`src/rtl/page_bft_pkg.sv`:
```
// Shared types and defaults for BFT leaf-page arbitration.
package page_bft_pkg;

  localparam int PKT_W     = 49;
  localparam int VALID_BIT = PKT_W - 1;
  localparam int ADDR_HI   = 47;
  localparam int ADDR_LO   = 43;
  localparam int ADDR_W    = ADDR_HI - ADDR_LO + 1;

  typedef logic [ADDR_W-1:0] leaf_addr_t;
  typedef logic [PKT_W-1:0]  pkt_t;

  typedef enum logic [1:0] {
    IDLE,
    SEND,
    CHECK
  } out_state_t;

endpackage

```
`src/rtl/page_pair_bft_arbiter_if.sv`:
```
// Packet/resend bundle between the parent BFT leaf port and the two child pages.
interface page_pair_bft_arbiter_if #(
  parameter int PKT_W = page_bft_pkg::PKT_W
);

  logic [PKT_W-1:0] din_leaf_bft2interface;
  logic [PKT_W-1:0] dout_leaf_interface2bft;
  logic             resend;
  logic [PKT_W-1:0] dout_leaf_bft2interface_0;
  logic [PKT_W-1:0] dout_leaf_bft2interface_1;
  logic [PKT_W-1:0] din_leaf_interface2bft_0;
  logic [PKT_W-1:0] din_leaf_interface2bft_1;
  logic             resend_0;
  logic             resend_1;

  modport slave (
    input  din_leaf_bft2interface, resend,
    input  din_leaf_interface2bft_0, din_leaf_interface2bft_1,
    output dout_leaf_interface2bft,
    output dout_leaf_bft2interface_0, dout_leaf_bft2interface_1,
    output resend_0, resend_1
  );

  modport master (
    output din_leaf_bft2interface, resend,
    output din_leaf_interface2bft_0, din_leaf_interface2bft_1,
    input  dout_leaf_interface2bft,
    input  dout_leaf_bft2interface_0, dout_leaf_bft2interface_1,
    input  resend_0, resend_1
  );

endinterface

```
`src/rtl/page_pair_bft_arbiter_fifo.sv`:
```
// Synchronous packet FIFO with a combinational head; callers gate push on !full and pop on !empty.
module page_pkt_fifo #(
  parameter int W     = 49,
  parameter int DEPTH = 4
) (
  input  logic         clk,
  input  logic         reset,
  input  logic         push,
  input  logic         pop,
  input  logic [W-1:0] din,
  output logic         full,
  output logic         empty,
  output logic [W-1:0] head
);

  localparam int AW = (DEPTH > 1) ? $clog2(DEPTH) : 1;
  localparam logic [AW-1:0] PTR_ONE   = 1;
  localparam logic [AW:0]   CNT_ONE   = 1;
  localparam logic [AW:0]   CNT_DEPTH = DEPTH;

  logic [W-1:0]  mem [DEPTH];
  logic [AW-1:0] rd_ptr;
  logic [AW-1:0] wr_ptr;
  logic [AW:0]   count;

  always_ff @(posedge clk) begin
    if (reset) begin
      rd_ptr <= '0;
      wr_ptr <= '0;
      count  <= '0;
    end else begin
      if (push) wr_ptr <= wr_ptr + PTR_ONE;
      if (pop)  rd_ptr <= rd_ptr + PTR_ONE;
      case ({push, pop})
        2'b10:   count <= count + CNT_ONE;
        2'b01:   count <= count - CNT_ONE;
        default: count <= count;
      endcase
    end
  end

  always_ff @(posedge clk) begin
    if (push) mem[wr_ptr] <= din;
  end

  assign full  = (count == CNT_DEPTH);
  assign empty = (count == '0);
  assign head  = mem[rd_ptr];

endmodule

```
`src/rtl/page_pair_bft_arbiter.sv`:
```
// Shares one parent BFT leaf port between two child pages: address steering inbound,
// round-robin merge with resend retry outbound, registered reset/start fan-out.
module page_pair_bft_arbiter #(
  parameter int                         PKT_W       = page_bft_pkg::PKT_W,
  parameter int                         ADDR_HI     = page_bft_pkg::ADDR_HI,
  parameter int                         ADDR_LO     = page_bft_pkg::ADDR_LO,
  parameter logic [ADDR_HI-ADDR_LO:0]   CHILD0_ADDR = 5'd2,
  parameter logic [ADDR_HI-ADDR_LO:0]   CHILD1_ADDR = 5'd3,
  parameter int                         FIFO_DEPTH  = 4
) (
  input  logic                    clk,
  input  logic                    reset,
  input  logic                    ap_start,
  page_pair_bft_arbiter_if.slave  bus,
  output logic                    reset_0,
  output logic                    reset_1,
  output logic                    ap_start_0,
  output logic                    ap_start_1,
  output logic [15:0]             drop_cnt
);

  import page_bft_pkg::*;

  localparam int VB = PKT_W - 1;

  logic [ADDR_HI-ADDR_LO:0] in_addr;
  logic                     in_valid;
  logic                     push_0, push_1, pop_0, pop_1;
  logic                     full_0, full_1, empty_0, empty_1;
  logic [PKT_W-1:0]         head_0, head_1;
  out_state_t               state, state_nxt;
  logic                     sel, sel_nxt;
  logic                     rr_ptr, rr_nxt;
  logic [PKT_W-1:0]         hold_reg, hold_nxt;

  always_ff @(posedge clk) begin
    reset_0    <= reset;
    reset_1    <= reset;
    ap_start_0 <= ap_start & ~reset;
    ap_start_1 <= ap_start & ~reset;
  end

  assign in_addr  = bus.din_leaf_bft2interface[ADDR_HI:ADDR_LO];
  assign in_valid = bus.din_leaf_bft2interface[VB];

  always_ff @(posedge clk) begin
    if (reset) begin
      bus.dout_leaf_bft2interface_0 <= '0;
      bus.dout_leaf_bft2interface_1 <= '0;
      drop_cnt                      <= '0;
    end else begin
      bus.dout_leaf_bft2interface_0 <= '0;
      bus.dout_leaf_bft2interface_1 <= '0;
      if (in_valid) begin
        if (in_addr == CHILD0_ADDR)
          bus.dout_leaf_bft2interface_0 <= bus.din_leaf_bft2interface;
        else if (in_addr == CHILD1_ADDR)
          bus.dout_leaf_bft2interface_1 <= bus.din_leaf_bft2interface;
        else if (drop_cnt != '1)
          drop_cnt <= drop_cnt + 16'd1;
      end
    end
  end

  // full is the registered occupancy, so a same-cycle pop never frees room for a push
  assign push_0 = bus.din_leaf_interface2bft_0[VB] & ~full_0;
  assign push_1 = bus.din_leaf_interface2bft_1[VB] & ~full_1;

  always_ff @(posedge clk) begin
    if (reset) begin
      bus.resend_0 <= 1'b0;
      bus.resend_1 <= 1'b0;
    end else begin
      bus.resend_0 <= bus.din_leaf_interface2bft_0[VB] & full_0;
      bus.resend_1 <= bus.din_leaf_interface2bft_1[VB] & full_1;
    end
  end

  page_pkt_fifo #(.W(PKT_W), .DEPTH(FIFO_DEPTH)) u_fifo_0 (
    .clk   (clk),
    .reset (reset),
    .push  (push_0),
    .pop   (pop_0),
    .din   (bus.din_leaf_interface2bft_0),
    .full  (full_0),
    .empty (empty_0),
    .head  (head_0)
  );

  page_pkt_fifo #(.W(PKT_W), .DEPTH(FIFO_DEPTH)) u_fifo_1 (
    .clk   (clk),
    .reset (reset),
    .push  (push_1),
    .pop   (pop_1),
    .din   (bus.din_leaf_interface2bft_1),
    .full  (full_1),
    .empty (empty_1),
    .head  (head_1)
  );

  always_ff @(posedge clk) begin
    if (reset) begin
      state    <= IDLE;
      sel      <= 1'b0;
      rr_ptr   <= 1'b0;
      hold_reg <= '0;
    end else begin
      state    <= state_nxt;
      sel      <= sel_nxt;
      rr_ptr   <= rr_nxt;
      hold_reg <= hold_nxt;
    end
  end

  always_comb begin
    state_nxt                   = state;
    sel_nxt                     = sel;
    rr_nxt                      = rr_ptr;
    hold_nxt                    = hold_reg;
    pop_0                       = 1'b0;
    pop_1                       = 1'b0;
    bus.dout_leaf_interface2bft = '0;
    case (state)
      IDLE: begin
        if (!empty_0 || !empty_1) begin
          // pointed-at child wins when non-empty, otherwise the other one
          sel_nxt   = rr_ptr ? ~empty_1 : empty_0;
          hold_nxt  = sel_nxt ? head_1 : head_0;
          state_nxt = SEND;
        end
      end
      SEND: begin
        bus.dout_leaf_interface2bft = hold_reg;
        state_nxt                   = CHECK;
      end
      CHECK: begin
        if (bus.resend) begin
          state_nxt = SEND;
        end else begin
          pop_0     = ~sel;
          pop_1     = sel;
          rr_nxt    = ~sel;
          state_nxt = IDLE;
        end
      end
      default: state_nxt = IDLE;
    endcase
  end

endmodule

```
`src/flat_wrapper.sv`:
```
// flat-port wrapper written by rule: the top's interface ports become plain ports
module page_pair_bft_arbiter_flat import page_bft_pkg::*;
#(
  parameter int                         PKT_W       = page_bft_pkg::PKT_W,
  parameter int                         ADDR_HI     = page_bft_pkg::ADDR_HI,
  parameter int                         ADDR_LO     = page_bft_pkg::ADDR_LO,
  parameter logic [ADDR_HI-ADDR_LO:0]   CHILD0_ADDR = 5'd2,
  parameter logic [ADDR_HI-ADDR_LO:0]   CHILD1_ADDR = 5'd3,
  parameter int                         FIFO_DEPTH  = 4
)
  (clk, reset, ap_start, reset_0, reset_1, ap_start_0, ap_start_1, drop_cnt, bus_din_leaf_bft2interface, bus_resend, bus_din_leaf_interface2bft_0, bus_din_leaf_interface2bft_1, bus_dout_leaf_interface2bft, bus_dout_leaf_bft2interface_0, bus_dout_leaf_bft2interface_1, bus_resend_0, bus_resend_1);
  page_pair_bft_arbiter_if #(.PKT_W(PKT_W)) bus_i ();
  input  logic clk;
  input  logic reset;
  input  logic ap_start;
  output logic reset_0;
  output logic reset_1;
  output logic ap_start_0;
  output logic ap_start_1;
  output logic [15:0] drop_cnt;
  input wire logic [$bits(bus_i.din_leaf_bft2interface)-1:0] bus_din_leaf_bft2interface;
  input wire logic [$bits(bus_i.resend)-1:0] bus_resend;
  input wire logic [$bits(bus_i.din_leaf_interface2bft_0)-1:0] bus_din_leaf_interface2bft_0;
  input wire logic [$bits(bus_i.din_leaf_interface2bft_1)-1:0] bus_din_leaf_interface2bft_1;
  output wire logic [$bits(bus_i.dout_leaf_interface2bft)-1:0] bus_dout_leaf_interface2bft;
  output wire logic [$bits(bus_i.dout_leaf_bft2interface_0)-1:0] bus_dout_leaf_bft2interface_0;
  output wire logic [$bits(bus_i.dout_leaf_bft2interface_1)-1:0] bus_dout_leaf_bft2interface_1;
  output wire logic [$bits(bus_i.resend_0)-1:0] bus_resend_0;
  output wire logic [$bits(bus_i.resend_1)-1:0] bus_resend_1;
  assign bus_i.din_leaf_bft2interface = bus_din_leaf_bft2interface;
  assign bus_i.resend = bus_resend;
  assign bus_i.din_leaf_interface2bft_0 = bus_din_leaf_interface2bft_0;
  assign bus_i.din_leaf_interface2bft_1 = bus_din_leaf_interface2bft_1;
  assign bus_dout_leaf_interface2bft = bus_i.dout_leaf_interface2bft;
  assign bus_dout_leaf_bft2interface_0 = bus_i.dout_leaf_bft2interface_0;
  assign bus_dout_leaf_bft2interface_1 = bus_i.dout_leaf_bft2interface_1;
  assign bus_resend_0 = bus_i.resend_0;
  assign bus_resend_1 = bus_i.resend_1;
  page_pair_bft_arbiter #(.PKT_W(PKT_W), .ADDR_HI(ADDR_HI), .ADDR_LO(ADDR_LO), .CHILD0_ADDR(CHILD0_ADDR), .CHILD1_ADDR(CHILD1_ADDR), .FIFO_DEPTH(FIFO_DEPTH)) u_core (.clk(clk), .reset(reset), .ap_start(ap_start), .bus(bus_i), .reset_0(reset_0), .reset_1(reset_1), .ap_start_0(ap_start_0), .ap_start_1(ap_start_1), .drop_cnt(drop_cnt));
endmodule
```
`config.mk`:
```
export PLATFORM = sky130hd
export DESIGN_NAME = page_pair_bft_arbiter_flat
export DESIGN_NICKNAME = d
export VERILOG_FILES = /design/src/rtl/page_bft_pkg.sv /design/src/rtl/page_pair_bft_arbiter_if.sv /design/src/rtl/page_pair_bft_arbiter_fifo.sv /design/src/rtl/page_pair_bft_arbiter.sv /design/src/flat_wrapper.sv
export SDC_FILE = /design/constraint.sdc
export NUM_CORES = 1
export LEC_CHECK = 0
export CORE_MARGIN = 1.5
export CORE_UTILIZATION = 54
export CTS_CLUSTER_DIAMETER = 30
export DETAILED_ROUTE_END_ITERATION = 8
export HOLD_SLACK_MARGIN = 0.15
export PLACE_DENSITY = 0.8
export REMOVE_ABC_BUFFERS = 1
export SLEW_MARGIN = 0
export SYNTH_ARGS = -nofsm -noshare
export SYNTH_HDL_FRONTEND = slang
export SYNTH_HIERARCHICAL = 1
export SYNTH_SLANG_ARGS = --single-unit
export TNS_END_PERCENT = 5
```
`constraint.sdc`:
```
create_clock -name clk -period 2.9 [get_ports clk]
set_input_delay 0.29 -clock clk [delete_from_list [all_inputs] [get_ports clk]]
set_output_delay 0.29 -clock clk [all_outputs]
set_load 0.01 [all_outputs]
```
==> out/results.ini <==
[status]
status = finished clean

[cells_and_area]
layout_common_cells = edfxtp_1 (392), clkdlybuf4s50_1 (318), dfxtp_1 (185)
drive_above_1_share_pct = 19.7
final_core_util_pct = 74.9
multi_input_comb_area_um2 = 5330
largest_registers = u_core/u_fifo_0/mem (196), u_core/u_fifo_1/mem (196)
fin_nets = 1777
stdcell_count = 2229
register_area_um2 = 15600
final_common_cell = edfxtp_1
area_delta_synth_final_pct = 36.4
fill_cells = 2192

[flow_run]
drv_cap = 0

[floorplan]
start_util_pct = 54.9
rows = 72
die_width_um = 202
dieArea_um2 = 40600
design.portCount = 320
core_area_um2 = 38700
chipHeight_um = 202

[sta]
worst_slew_pin_slew_ns = 1.09
fin_skew_ns = 0.0201
hold_viol_final = 0
post-route-period-util_pct = 93.6
finalSetupViolations = 0
hold_ws_ns = 0.261
fin_setup_tns_ns = 0
slew_headroom_pct = 27.2
max_freq_mhz = 368
min_period_ns = 2.72
rsz0062_at_grt = no
drv_slew = 0

[global_route]
grt_use_total_pct = 25.3
grt_max_degree = 57
grt_pass1_vias = 13203
grt_first_pass_wirelength_um = 76800
gr-total-overflow = 0
antenna_found_initial = 12

[power_and_ir_drop]
pwr_density_cell_nw_per_um2 = 852
power_w = 0.0247
ir_worst_vdd_uv = 534
power_leakage_nw = 10.2

[clocking]
cts_made_buffers = 103
clk_pin_slew_ns = 0.04
clk_latency_ns = 0.63
clockRootBuffer = clkbuf_16
cts.repair.resized = 0
htreeDepth = 3
cts_tree = yes
clock_sinks = 581
clk_path_buf_depth = 3

[drt]
wl_per_cell_um = 22.8
drcViolationCount = 0
detail-route-antenna-nets = 0
vias_per_cell = 5.62
drt_first_pass_iters = 5
vias = 12523
wirelength_um = 50800
first_iter_violations = 894

[yosys]
syn_inst = 1217
syn_avg_cell_area_um2 = 17.5
yosys_register_bits = 581
synthArstFlopShare_pct = 0
ys.flop_type = edfxtp_1
synth_edf_count = 392
ys.warnings.count = 6
synth-seq-area-share_pct = 73.1
yosysUniqueCellTypes = 45
synth.cell_area_um2 = 21300

[worst_hold_path]
hold_class = in2reg

[critical_path]
r2r_slack_ns = 0.56
worstPathArrival_ns = 2.43
worstPathMaxFanout = 35
cp-end-kind = output port
critPathRequiredTime_ns = 2.61
startpoint_type = flip-flop
critical_path_class = reg2out

[place]
place_hpwl_um = 30400
dpl.cell_count = 2024
place.gp.congestion = 0.875
io_buffer_count = 319

## report_power, final
part / switching (W) / internal [W] / leakage [nW]
logic: 0.00133 / 0.00111 / 3.28
clock network: 0.00424 / 0.00833 / 1.80
registers: 0.000252 / 0.00945 / 5.14
## path summary, 6_finish.rpt
check                                             start                          endpoint  depth (start not counted)
setup reg to reg  u_core/u_fifo_1/count[1]$_SDFFE_PP0P_   u_core/hold_reg[4]$_SDFFE_PP0P_                          6
hold / removal                                 ap_start         u_core/ap_start_1$_DFF_P_                          2
setup / recovery           u_core/state[0]$_SDFFE_PP0P_   bus_dout_leaf_interface2bft[43]                          5
hold reg to reg        u_core/hold_reg[41]$_SDFFE_PP0P_  u_core/hold_reg[41]$_SDFFE_PP0P_                          2
## metal layers
layer / routed length (um) / track usage, % / part of all wire [%]
met5: 57 / 0 / 0.11
met2: 25800 / 43.3 / 51
met3: 4440 / 7.56 / 8.7
met4: 1670 / 10.6 / 3.3
met1: 18800 / 29.9 / 37
## cell type report
| type | count | share of cell area (%) |
|---|---|---|
| clock inverter | 70 | 3.02 |
| tap | 518 | 2.23 |
| inverter | 16 | 0.207 |
| clock buffer | 126 | 9.82 |
| timing repair buffer | 356 | 12.6 |
| multi-input combinational | 555 | 18.4 |
| sequential | 581 | 53.6 |
| antenna | 7 | 0.0604 |
## Yosys cell counts (6+ instances only)
| master | instances | share of area, % |
|---|---|---|
| a211oi_1 | 50 | 1.8 |
| and2_1 | 105 | 3.1 |
| or4_1 | 10 | 0.35 |
| nor2_1 | 72 | 1.3 |
| buf_4 | 10 | 0.35 |
| nand2_1 | 14 | 0.25 |
| xor2_1 | 6 | 0.25 |
| clkbuf_1 | 28 | 0.49 |
| inv_1 | 16 | 0.28 |
| edfxtp_1 | 392 | 55 |
| buf_1 | 6 | 0.11 |
| ha_1 | 11 | 0.65 |
| clkbuf_2 | 7 | 0.16 |
| a21oi_1 | 18 | 0.42 |
| mux2i_1 | 52 | 2.4 |
| buf_2 | 14 | 0.33 |
| and3_1 | 47 | 1.4 |
| mux4_2 | 94 | 9.9 |
| dfxtp_1 | 189 | 18 |
| o31ai_1 | 10 | 0.35 |
## cells by family after synthesis
| group | share of synthesized area (%) |
|---|---|
| flip-flops | 73.1 |
| multiplexers | 13.0 |
| other | 0.0176 |
| adder cells (fa/ha/maj) | 0.835 |
| XOR/XNOR | 0.411 |
| AND/OR/NAND/NOR | 7.68 |
| AO/OA/AOI/OAI | 2.77 |
| buffers and inverters | 2.21 |
## metrics by stage
step                      instance area, um2  setup WS, ns
after floorplan                        20900         -3.60
after global placement                 25300         0.451
after detailed placement               25300         0.384
after CTS                              29000        0.0188
after global routing                   29000         0.115
final                                  29000         0.184
## repair_timing
action | 4_1_cts | 5_1_grt
buffers inserted | 0 | 1
setup endpoints to repair | 0 | 16
hold buffers | 1 | 0
hold endpoints to repair | 1 | 0
## critical path: stages (launching register included)
cell             delay (ns)
dfxtp_1                0.39
inv_1                  0.14
nor2_4                 0.21
buf_12                 0.25
and2_1                 0.23
clkdlybuf4s50_1        0.56
Power figures use the tool's default switching activity.
